## src/rtl/dma_channel_scheduler.sv

```systemverilog
// Round-robin front end that serialises per-channel DMA descriptors onto a single engine.
// Build option DMA_SCHED_PRIORITY_EN adds ch_prio_i; requesters with prio set are arbitrated first.
module dma_channel_scheduler #(
   parameter  int CHANNELS = 4,
   localparam int CW       = $clog2(CHANNELS)
) (
   input  logic                    dmac_clock_i,
   input  logic                    dmac_reset_ni,
   input  logic [CHANNELS-1:0]     ch_req_i,
   input  logic [32*CHANNELS-1:0]  ch_src_i,
   input  logic [32*CHANNELS-1:0]  ch_dst_i,
   input  logic [32*CHANNELS-1:0]  ch_bytes_i,
   input  logic [2*CHANNELS-1:0]   ch_max_size_i,
   input  logic [CHANNELS-1:0]     ch_src_stat_i,
   input  logic [CHANNELS-1:0]     ch_dst_stat_i,
`ifdef DMA_SCHED_PRIORITY_EN
   input  logic [CHANNELS-1:0]     ch_prio_i,
`endif
   output logic [CHANNELS-1:0]     ch_ack_o,
   output logic [CHANNELS-1:0]     ch_done_o,
   output logic [CHANNELS-1:0]     ch_err_o,
   output logic [CHANNELS-1:0]     ch_active_o,
   output logic                    dmac_tx_o,
   output logic [31:0]             dmac_source_address_o,
   output logic [31:0]             dmac_dest_address_o,
   output logic [31:0]             dmac_bytes_tx_o,
   output logic [1:0]              dmac_max_size_o,
   output logic                    dmac_source_stationary_o,
   output logic                    dmac_dest_stationary_o,
   input  logic                    dmac_busy_i,
   input  logic                    dmac_done_i,
   input  logic                    dmac_err_i
);

   typedef enum logic [2:0] {IDLE, ISSUE, WAIT_BUSY, RUN, GAP} state_e;

   state_e              state_q, state_d;
   logic [CW-1:0]       rr_ptr_q;
   logic [CW-1:0]       owner_q;
   logic                zero_q;
   logic [CHANNELS-1:0] elig;
   logic [CW-1:0]       grant_idx;
   logic                grant_vld;
   logic [CW:0]         cand;
   logic                grant;
   logic                finish;
   logic                grant_zero;

   logic [31:0] src_a   [CHANNELS];
   logic [31:0] dst_a   [CHANNELS];
   logic [31:0] bytes_a [CHANNELS];
   logic [1:0]  size_a  [CHANNELS];

   for (genvar c = 0; c < CHANNELS; c++) begin : g_unpack
      assign src_a[c]   = ch_src_i[32*c +: 32];
      assign dst_a[c]   = ch_dst_i[32*c +: 32];
      assign bytes_a[c] = ch_bytes_i[32*c +: 32];
      assign size_a[c]  = ch_max_size_i[2*c +: 2];
   end

`ifdef DMA_SCHED_PRIORITY_EN
   logic [CHANNELS-1:0] hi_req;
   assign hi_req = ch_req_i & ch_prio_i;
   assign elig   = (|hi_req) ? hi_req : ch_req_i;
`else
   assign elig = ch_req_i;
`endif

   // First eligible channel at or after the pointer, wrapping.
   always_comb begin
      cand      = '0;
      grant_idx = '0;
      grant_vld = 1'b0;
      for (int i = 0; i < CHANNELS; i++) begin
         cand = {1'b0, rr_ptr_q} + (CW+1)'(i);
         if (cand >= (CW+1)'(CHANNELS))
            cand = cand - (CW+1)'(CHANNELS);
         if (!grant_vld && elig[cand[CW-1:0]]) begin
            grant_vld = 1'b1;
            grant_idx = cand[CW-1:0];
         end
      end
   end

   assign grant_zero = (bytes_a[grant_idx] == 32'd0);

   always_ff @(posedge dmac_clock_i) begin
      if (!dmac_reset_ni)
         state_q <= IDLE;
      else
         state_q <= state_d;
   end

   // Zero-length grants skip the engine and complete from RUN on the next cycle.
   always_comb begin
      state_d = state_q;
      grant   = 1'b0;
      finish  = 1'b0;
      case (state_q)
         IDLE: begin
            if (grant_vld && !dmac_busy_i) begin
               grant   = 1'b1;
               state_d = grant_zero ? RUN : ISSUE;
            end
         end
         ISSUE:     state_d = WAIT_BUSY;
         WAIT_BUSY: if (dmac_busy_i) state_d = RUN;
         RUN: begin
            if (zero_q || !dmac_busy_i) begin
               finish  = 1'b1;
               state_d = GAP;
            end
         end
         GAP:       state_d = IDLE;
         default:   state_d = IDLE;
      endcase
   end

   always_ff @(posedge dmac_clock_i) begin
      if (!dmac_reset_ni) begin
         rr_ptr_q                 <= '0;
         owner_q                  <= '0;
         zero_q                   <= 1'b0;
         ch_ack_o                 <= '0;
         ch_done_o                <= '0;
         ch_err_o                 <= '0;
         ch_active_o              <= '0;
         dmac_tx_o                <= 1'b0;
         dmac_source_address_o    <= '0;
         dmac_dest_address_o      <= '0;
         dmac_bytes_tx_o          <= '0;
         dmac_max_size_o          <= '0;
         dmac_source_stationary_o <= 1'b0;
         dmac_dest_stationary_o   <= 1'b0;
      end else begin
         ch_ack_o  <= '0;
         ch_done_o <= '0;
         ch_err_o  <= '0;
         dmac_tx_o <= (state_q == ISSUE);
         if (grant) begin
            owner_q                  <= grant_idx;
            zero_q                   <= grant_zero;
            rr_ptr_q                 <= (grant_idx == CW'(CHANNELS-1)) ? '0 : grant_idx + CW'(1);
            ch_ack_o                 <= CHANNELS'(1) << grant_idx;
            ch_active_o              <= CHANNELS'(1) << grant_idx;
            dmac_source_address_o    <= src_a[grant_idx];
            dmac_dest_address_o      <= dst_a[grant_idx];
            dmac_bytes_tx_o          <= bytes_a[grant_idx];
            dmac_max_size_o          <= size_a[grant_idx];
            dmac_source_stationary_o <= ch_src_stat_i[grant_idx];
            dmac_dest_stationary_o   <= ch_dst_stat_i[grant_idx];
         end
         if (finish) begin
            ch_done_o   <= CHANNELS'(1) << owner_q;
            ch_active_o <= '0;
            // Error is only meaningful alongside the engine's done flag.
            if (!zero_q && dmac_err_i && dmac_done_i)
               ch_err_o <= CHANNELS'(1) << owner_q;
         end
      end
   end

endmodule

```

## config.mk

```make
export PLATFORM = sky130hd
export DESIGN_NAME = dma_channel_scheduler
export DESIGN_NICKNAME = d
export VERILOG_FILES = /design/src/rtl/dma_channel_scheduler.sv
export SDC_FILE = /design/constraint.sdc
export NUM_CORES = 1
export LEC_CHECK = 0
export ABC_AREA = 1
export CAP_MARGIN = 20
export CORE_AREA = 4 4 202 204
export CTS_CLUSTER_DIAMETER = 60
export CTS_CLUSTER_SIZE = 12
export DETAILED_ROUTE_END_ITERATION = 8
export DIE_AREA = 0 0 206 208
export GPL_ROUTABILITY_DRIVEN = 0
export GPL_TIMING_DRIVEN = 1
export PLACE_DENSITY = 0.61
export SLEW_MARGIN = 20
export SYNTH_ARGS = -nofsm -noshare
export SYNTH_HDL_FRONTEND = slang
export SYNTH_SLANG_ARGS = --single-unit
```

## constraint.sdc

```tcl
create_clock -name dmac_clock_i -period 2.7 [get_ports dmac_clock_i]
set_clock_uncertainty 0.05 [all_clocks]
set_input_delay 0.405 -clock dmac_clock_i [delete_from_list [all_inputs] [get_ports dmac_clock_i]]
set_output_delay 0.405 -clock dmac_clock_i [all_outputs]
set_load 0.03 [all_outputs]
```

==> results of run 1 <==
-- kinds of logic after synthesis --
kind of cell,share of synthesized area
DFF,0.3153
and+or+nand+nor,0.2962
adders and majority gates,0.006305
buffers and inverters,0.1116
AOI/OAI and AO/OA,0.2707
-- placed cells by master (no fill, tap or decap), types with 14 or more instances in the layout --
cell type	count
a21oi_1	42
buf_12	14
buf_4	95
clkbuf_16	20
clkdlybuf4s50_1	524
dfxtp_1	123
inv_1	104
nand2_1	255
nand3_1	131
nor2_1	157
o211ai_1	33
o21ai_0	157
o21bai_1	55
o22ai_1	31
o32ai_1	20
-- state kept, by name, indices dropped and copies added (netlist names), 2 cells and up --
signal,count
owner_q,2
dmac_dest_address_o,32
ch_active_o,4
ch_ack_o,4
dmac_source_address_o,32
rr_ptr_q,2
state_q,3
dmac_bytes_tx_o,32
dmac_max_size_o,2
ch_err_o,4
ch_done_o,4
-- worst min-delay path by stage --
stage / from / endpoint / slack [ns] / cells after the start
final: dmac_reset_ni / ch_ack_o[2] / 0.32 / 3
after global routing: dmac_reset_ni / ch_ack_o[2] / 0.33 / 3
after CTS: dmac_reset_ni / ch_ack_o[2] / 0.31 / 3
after detailed placement: ch_active_o[3] / ch_active_o[3] / 0.40 / 2
after global placement: ch_active_o[3] / ch_active_o[3] / 0.39 / 2
after floorplan: state_q[2] / dmac_tx_o / 0.40 / 1
-- through the flow --
step	power (mW)	setup WS, ns	instance area, µm²
floorplan	10.05	0.3898	7938
global placement	15.95	-0.3556	14420
detailed placement	16.04	-0.4119	14420
CTS	18.63	0.004463	15040
global route	20.18	-0.1145	15200
finish	18.85	0.1078	15200
-- timing repair --
action,4_1_cts,5_1_grt
setup buffers,0,1
hold endpoints to repair,0,0
pin swaps,0,2
resized for setup,2,19
endpoints found under the setup margin,3,49
gates cloned,0,3
-- layout make-up --
cell class                 instances  share of cell area
timing repair buffer             639              0.4188
multi-input combinational        927              0.3041
sequential                       125              0.1648
tap                              525             0.04321
clock buffer                      18             0.02889
inverter                         109             0.02815
clock inverter                    14             0.01193
antenna                            1           0.0001646
-- worst max-delay path, delay by kind of cell, from the launching register on --
family	cells	cell delay, ns
AO/OA/AOI/OAI	3	0.43
buffers and inverters	4	0.78
AND/OR/NAND/NOR	7	0.79
flip-flops	1	0.34
-- cell usage after synthesis, drive strengths merged --
cell type,n
nand2,264
o21ai,162
nor2,159
nand3,132
dfxtp,125
inv,109
clkbuf,58
o21bai,55
buf,48
a21oi,43
o211ai,33
o22ai,31
o32ai,24
nor3,7
nor4,5
ha,4
a211oi,3
a31oi,1
nand4,1
o21a,1
o221ai,1
o311ai,1
-- power breakdown --
group	leakage (nW)	internal, mW	switching [mW]
Sequential	1.03	2.68	0.450
Clock	0.290	1.49	0.970
Combinational	5.16	5.51	7.75
-- routing by layer --
metal | vias to the layer above | global-route usage | part of all wire
li1 | 5364 | - | -
met1 | 5005 | 0.2045 | 0.37
met2 | 592 | 0.3466 | 0.49
met3 | 95 | 0.05408 | 0.092
met4 | 4 | 0.09683 | 0.047
met5 | - | 0 | 0.00089
==> impl_metrics.tcl, run 1 <==
set metrics [dict create \
    reg2reg_to "dmac_dest_address_o[3]" \
    core_area_um2 39280 \
    synth.net_count 1680 \
    grtUsageTotal 0.1929 \
    max_freq_mhz 385.8 \
    port_buffers 525 \
    clk_latency_ns 0.43 \
    routed_wl_mm 44.83 \
    max_slew_margin 0.5338 \
    antenna_found_initial 4 \
    power_density_nw_per_um2 1240 \
    r2r_cells 14 \
    path_max_fanout 44 \
    numCtsBuffers 17 \
    cts_tree "yes" \
    cts_max_level 4 \
    dieArea_um2 42850 \
    instances_no_fill 2358 \
    worstSetupStartpoint "rr_ptr_q[0]" \
    leakage_nw 6.484 \
    pin_count 526 \
    crit_top_cell "nand2_1" \
    setup_violations 0 \
    routedWlPerCell_um 19.01 \
    ys.warnings.count 0 \
    vdd_drop_max_mv 0.4053 \
    synth_top_area_cell "dfxtp_1" \
    ys_seq_area_frac 0.3153 \
    rsz0062_at_grt "true" \
    worst_setup_path_start_kind "flip-flop" \
    cts_root_buf "clkbuf_16" \
    die_y_um 208 \
    postSynthAreaPerCell_um2 6.265 \
    slowest_stage "dfxtp_2" \
    synthCells 1267 \
    overflow 0 \
    hold_path_class "input pin to flip-flop" \
    r2r_slack_ns 0.11 \
    maxSlewViolCount 0 \
    cp-end-kind "flip-flop" \
    max_stage_delay_ns 0.34 \
    drv_cap 0 \
    hold_viol_final 0 \
    r2r_start "rr_ptr_q[0]" \
    fin_tns_setup_ns 0 \
    drt_pass1_iterations 8 \
    clock-sinks 125 \
    worstSetupPathType "flip-flop to flip-flop" \
    final_util 0.3871 \
    grt_pass1_vias 10882 \
    crit_end "dmac_dest_address_o[3]" \
    netlist_area_um2 7938 \
    period_share 0.9601 \
    hold_ws_ns 0.3244 \
    drive_gt1_frac 0.09389 \
    synth.top_cell.area_share 0.3153 \
    nNetsFinal 2232 \
    chipWidth_um 206 \
    holdBufCountCts 0 \
    grt_max_degree 95 \
    worstPathArrival_ns 2.85 \
    status "finished, final reports clean" \
    required_ns 2.96 \
    tightest_slew_ns 0.6905 \
    dpl.cell_count 2321 \
    floorplan.initialDensity 0.2021 \
    synth_area_leaders "dfxtp_1 32%, nand2_1 12%, o21ai_0 10%, nand3_1 8.3%, nor2_1 7.5%" \
    layout_min_cycle_time_ns 2.592 \
    via_per_inst 4.690 \
    synthToLayoutAreaGrowth_pct 91.53 \
    drc 0 \
    clockBufferDepth 2 \
    synth_seq_cells 125 \
    path_cells "buf_4 -> nand2_1 -> nand2_2 -> nand2_1 -> nand2_1 -> nor2_4 -> nand4_1 -> nand2_4 -> buf_12 -> buf_12 -> a21oi_1 -> o21ai_1 -> buf_4 -> a21oi_1" \
    grt_pass1_wl_mm 63.37 \
    rows 73 \
    vias 11060 \
    fillers 4115 \
    seqCellArea_um2 2505 \
    drtIter0Drc 664 \
    ant_nets 0 \
    multi_input_area_um2 4623 \
    synth_cell_types 31 \
    clkTransAtPathRegs_ns 0.06 \
    dp_hpwl_mm 34.88 \
]
No activity file was read; power rests on OpenSTA's default activity.
==> inputs of run 2 (changes only) <==
--- a/config.mk
+++ b/config.mk
@@ -8,13 +8,12 @@
 export ABC_AREA = 1
 export CAP_MARGIN = 20
 export CORE_AREA = 4 4 202 204
-export CTS_CLUSTER_DIAMETER = 60
+export CTS_CLUSTER_DIAMETER = 150
 export CTS_CLUSTER_SIZE = 12
 export DETAILED_ROUTE_END_ITERATION = 8
 export DIE_AREA = 0 0 206 208
 export GPL_ROUTABILITY_DRIVEN = 0
 export GPL_TIMING_DRIVEN = 1
-export PLACE_DENSITY = 0.61
 export SLEW_MARGIN = 20
 export SYNTH_ARGS = -nofsm -noshare
 export SYNTH_HDL_FRONTEND = slang
==> run 2 against run 1 <==
Net effect:
- worst setup slack got worse by 0.043 ns
- worst hold slack better by 0.088 ns
- via count rose by 1.5%
- critical path type is now input pin to flip-flop
- cell count increased by 0.68%
- clock power hardly changed
- total power is 3.7% higher
- critical path depth grew 8
- combinational power rose by 5%
- largest cell class unchanged
- first-iteration DRC count increased by 45%
- register-to-register slack got worse by 0.04 ns
==> impl_metrics.tcl, run 2 (synthesis gave the netlist of run 1 again) <==
set metrics [dict create \
    required_ns 3.01 \
    cts_tree "yes" \
    path_max_fanout 27 \
    core_area_um2 39280 \
    port_buffers 525 \
    nNetsFinal 2247 \
    drive_gt1_frac 0.1256 \
    vdd_drop_max_mv 0.6097 \
    clk_latency_ns 0.43 \
    reg_top3 "dmac_bytes_tx_o (32), dmac_dest_address_o (32), dmac_source_address_o (32)" \
    max_freq_mhz 379.5 \
    grtUsageTotal 0.1909 \
    cts_root_buf "clkbuf_16" \
    chipWidth_um 206 \
    vias 11222 \
    fin_tns_setup_ns 0 \
    r2r_slack_ns 0.07 \
    floorplan.initialDensity 0.2021 \
    leakage_nw 6.698 \
    numCtsBuffers 17 \
    drtIter0Drc 965 \
    rsz0062_at_grt "true" \
    clkTransAtPathRegs_ns 0.06 \
    tightest_slew_ns 0.7132 \
    worstPathArrival_ns 2.95 \
    rows 73 \
    grt_pass1_vias 10947 \
    worstSetupPathType "input pin to flip-flop" \
    final_common_cell "clkdlybuf4s50_1" \
    clock-sinks 125 \
    die_y_um 208 \
    worst_setup_path_start_kind "input pin" \
    final_area_um2 15690 \
    via_per_inst 4.727 \
    max_slew_margin 0.5185 \
    ant_nets 0 \
    final_util 0.3996 \
    routed_wl_mm 45.33 \
    maxSlewViolCount 0 \
    power_density_nw_per_um2 1245 \
    overflow 0 \
    hold_viol_final 0 \
    antenna_found_initial 5 \
    hold_path_class "flip-flop to flip-flop" \
    pin_count 526 \
    status "finished, final reports clean" \
    grt_max_degree 74 \
    drt_pass1_iterations 6 \
    dieArea_um2 42850 \
    drv_cap 0 \
    synthToLayoutAreaGrowth_pct 97.71 \
    cts_max_level 4 \
    final_cell_mix "521 x clkdlybuf4s50_1, 226 x nand2_1, 156 x nor2_1" \
    grt_pass1_wl_mm 63.38 \
    layout_min_cycle_time_ns 2.635 \
    place_area_um2 14410 \
    cp-end-kind "flip-flop" \
    routedWlPerCell_um 19.10 \
    period_share 0.9759 \
    hold_ws_ns 0.4119 \
    dp_hpwl_mm 34.33 \
    p_total_mw 19.54 \
    clockBufferDepth 2 \
    fillers 4089 \
    drc 0 \
    setup_violations 0 \
]
-- run 2: cell count changes in the layout (fill, tap and decap cells not counted), sizes merged --
cell           before  now
buf               112  122
clkbuf             21   24
clkdlybuf4s50     524  521
clkinv              5    6
clkinvlp            4    3
diode               1    2
dlymetal6s2s        0    3
inv               111  112
nand2             264  265
-- run 2: power breakdown --
part / internal [mW] / leakage, nW / total [mW] / switching [mW]
clock: 1.46 / 0.291 / 2.43 / 0.967
combinational: 5.97 / 5.38 / 14.0 / 7.98
sequential: 2.68 / 1.03 / 3.16 / 0.478
total: 10.1 / 6.70 / 19.5 / 9.43
-- run 2: through the flow --
step / std cells / worst slack (ns)
floorplan: 1267 / 0.3898
global placement: 2315 / -0.3812
detailed placement: 2315 / -0.4438
CTS: 2348 / 0.02540
global route: 2374 / -0.08312
finish: 2374 / 0.06505
-- run 2: layout make-up --
type	instances	area, µm²	area share
repair buffers	653	6646	0.4235
multi-input cells	928	4848	0.3089
flip-flops and latches	125	2507	0.1598
well taps	525	656.9	0.04186
clock buffers	17	425.4	0.02711
inverters	109	420.4	0.02679
clock inverters	15	183.9	0.01172
diodes	2	5.005	0.0003189
-- run 2: path summary, 6_finish.rpt --
kind                                             start                     end  depth (start not counted)
worst max register to register             rr_ptr_q[0]              state_q[1]                         21
worst min register to register  dmac_dest_address_o[3]  dmac_dest_address_o[3]                          2
worst min-delay path            dmac_dest_address_o[3]  dmac_dest_address_o[3]                          2
worst max-delay path                       ch_req_i[3]              state_q[1]                         22
-- run 2: layer usage --
layer	vias to the layer above	wire, µm	global-route usage	share of wire
met3	99	4236	0.05408	0.093
met5	-	33	0	0.00073
li1	5398	-	-	-
met2	560	22770	0.3432	0.50
met4	6	1821	0.08720	0.040
met1	5159	16470	0.2055	0.36
-- run 2: critical path: stages --
cell and delay [ns]:
clkdlybuf4s50_1 0.48, inv_1 0.07, nand2_1 0.08, nand2_2 0.06, nand2_2 0.08, nand2_2 0.06, buf_4 0.14, a21oi_4 0.15
nand2_4 0.11, buf_12 0.18, buf_4 0.16, nand3_1 0.08, nand3_1 0.09, nand2_2 0.11, nand2_1 0.08, nor2_1 0.10
nand2_1 0.09, nor2_1 0.10, nand2_1 0.07, nand2_1 0.06, nand2_1 0.06, a21oi_2 0.12
-- run 2: timing repair --
action | in CTS | in global routing
gates resized for setup | 3 | 90
hold buffers | 0 | 0
gates cloned | 1 | 8
pin swaps | 0 | 32
buffers inserted | 0 | 16
setup endpoints to repair | 4 | 41
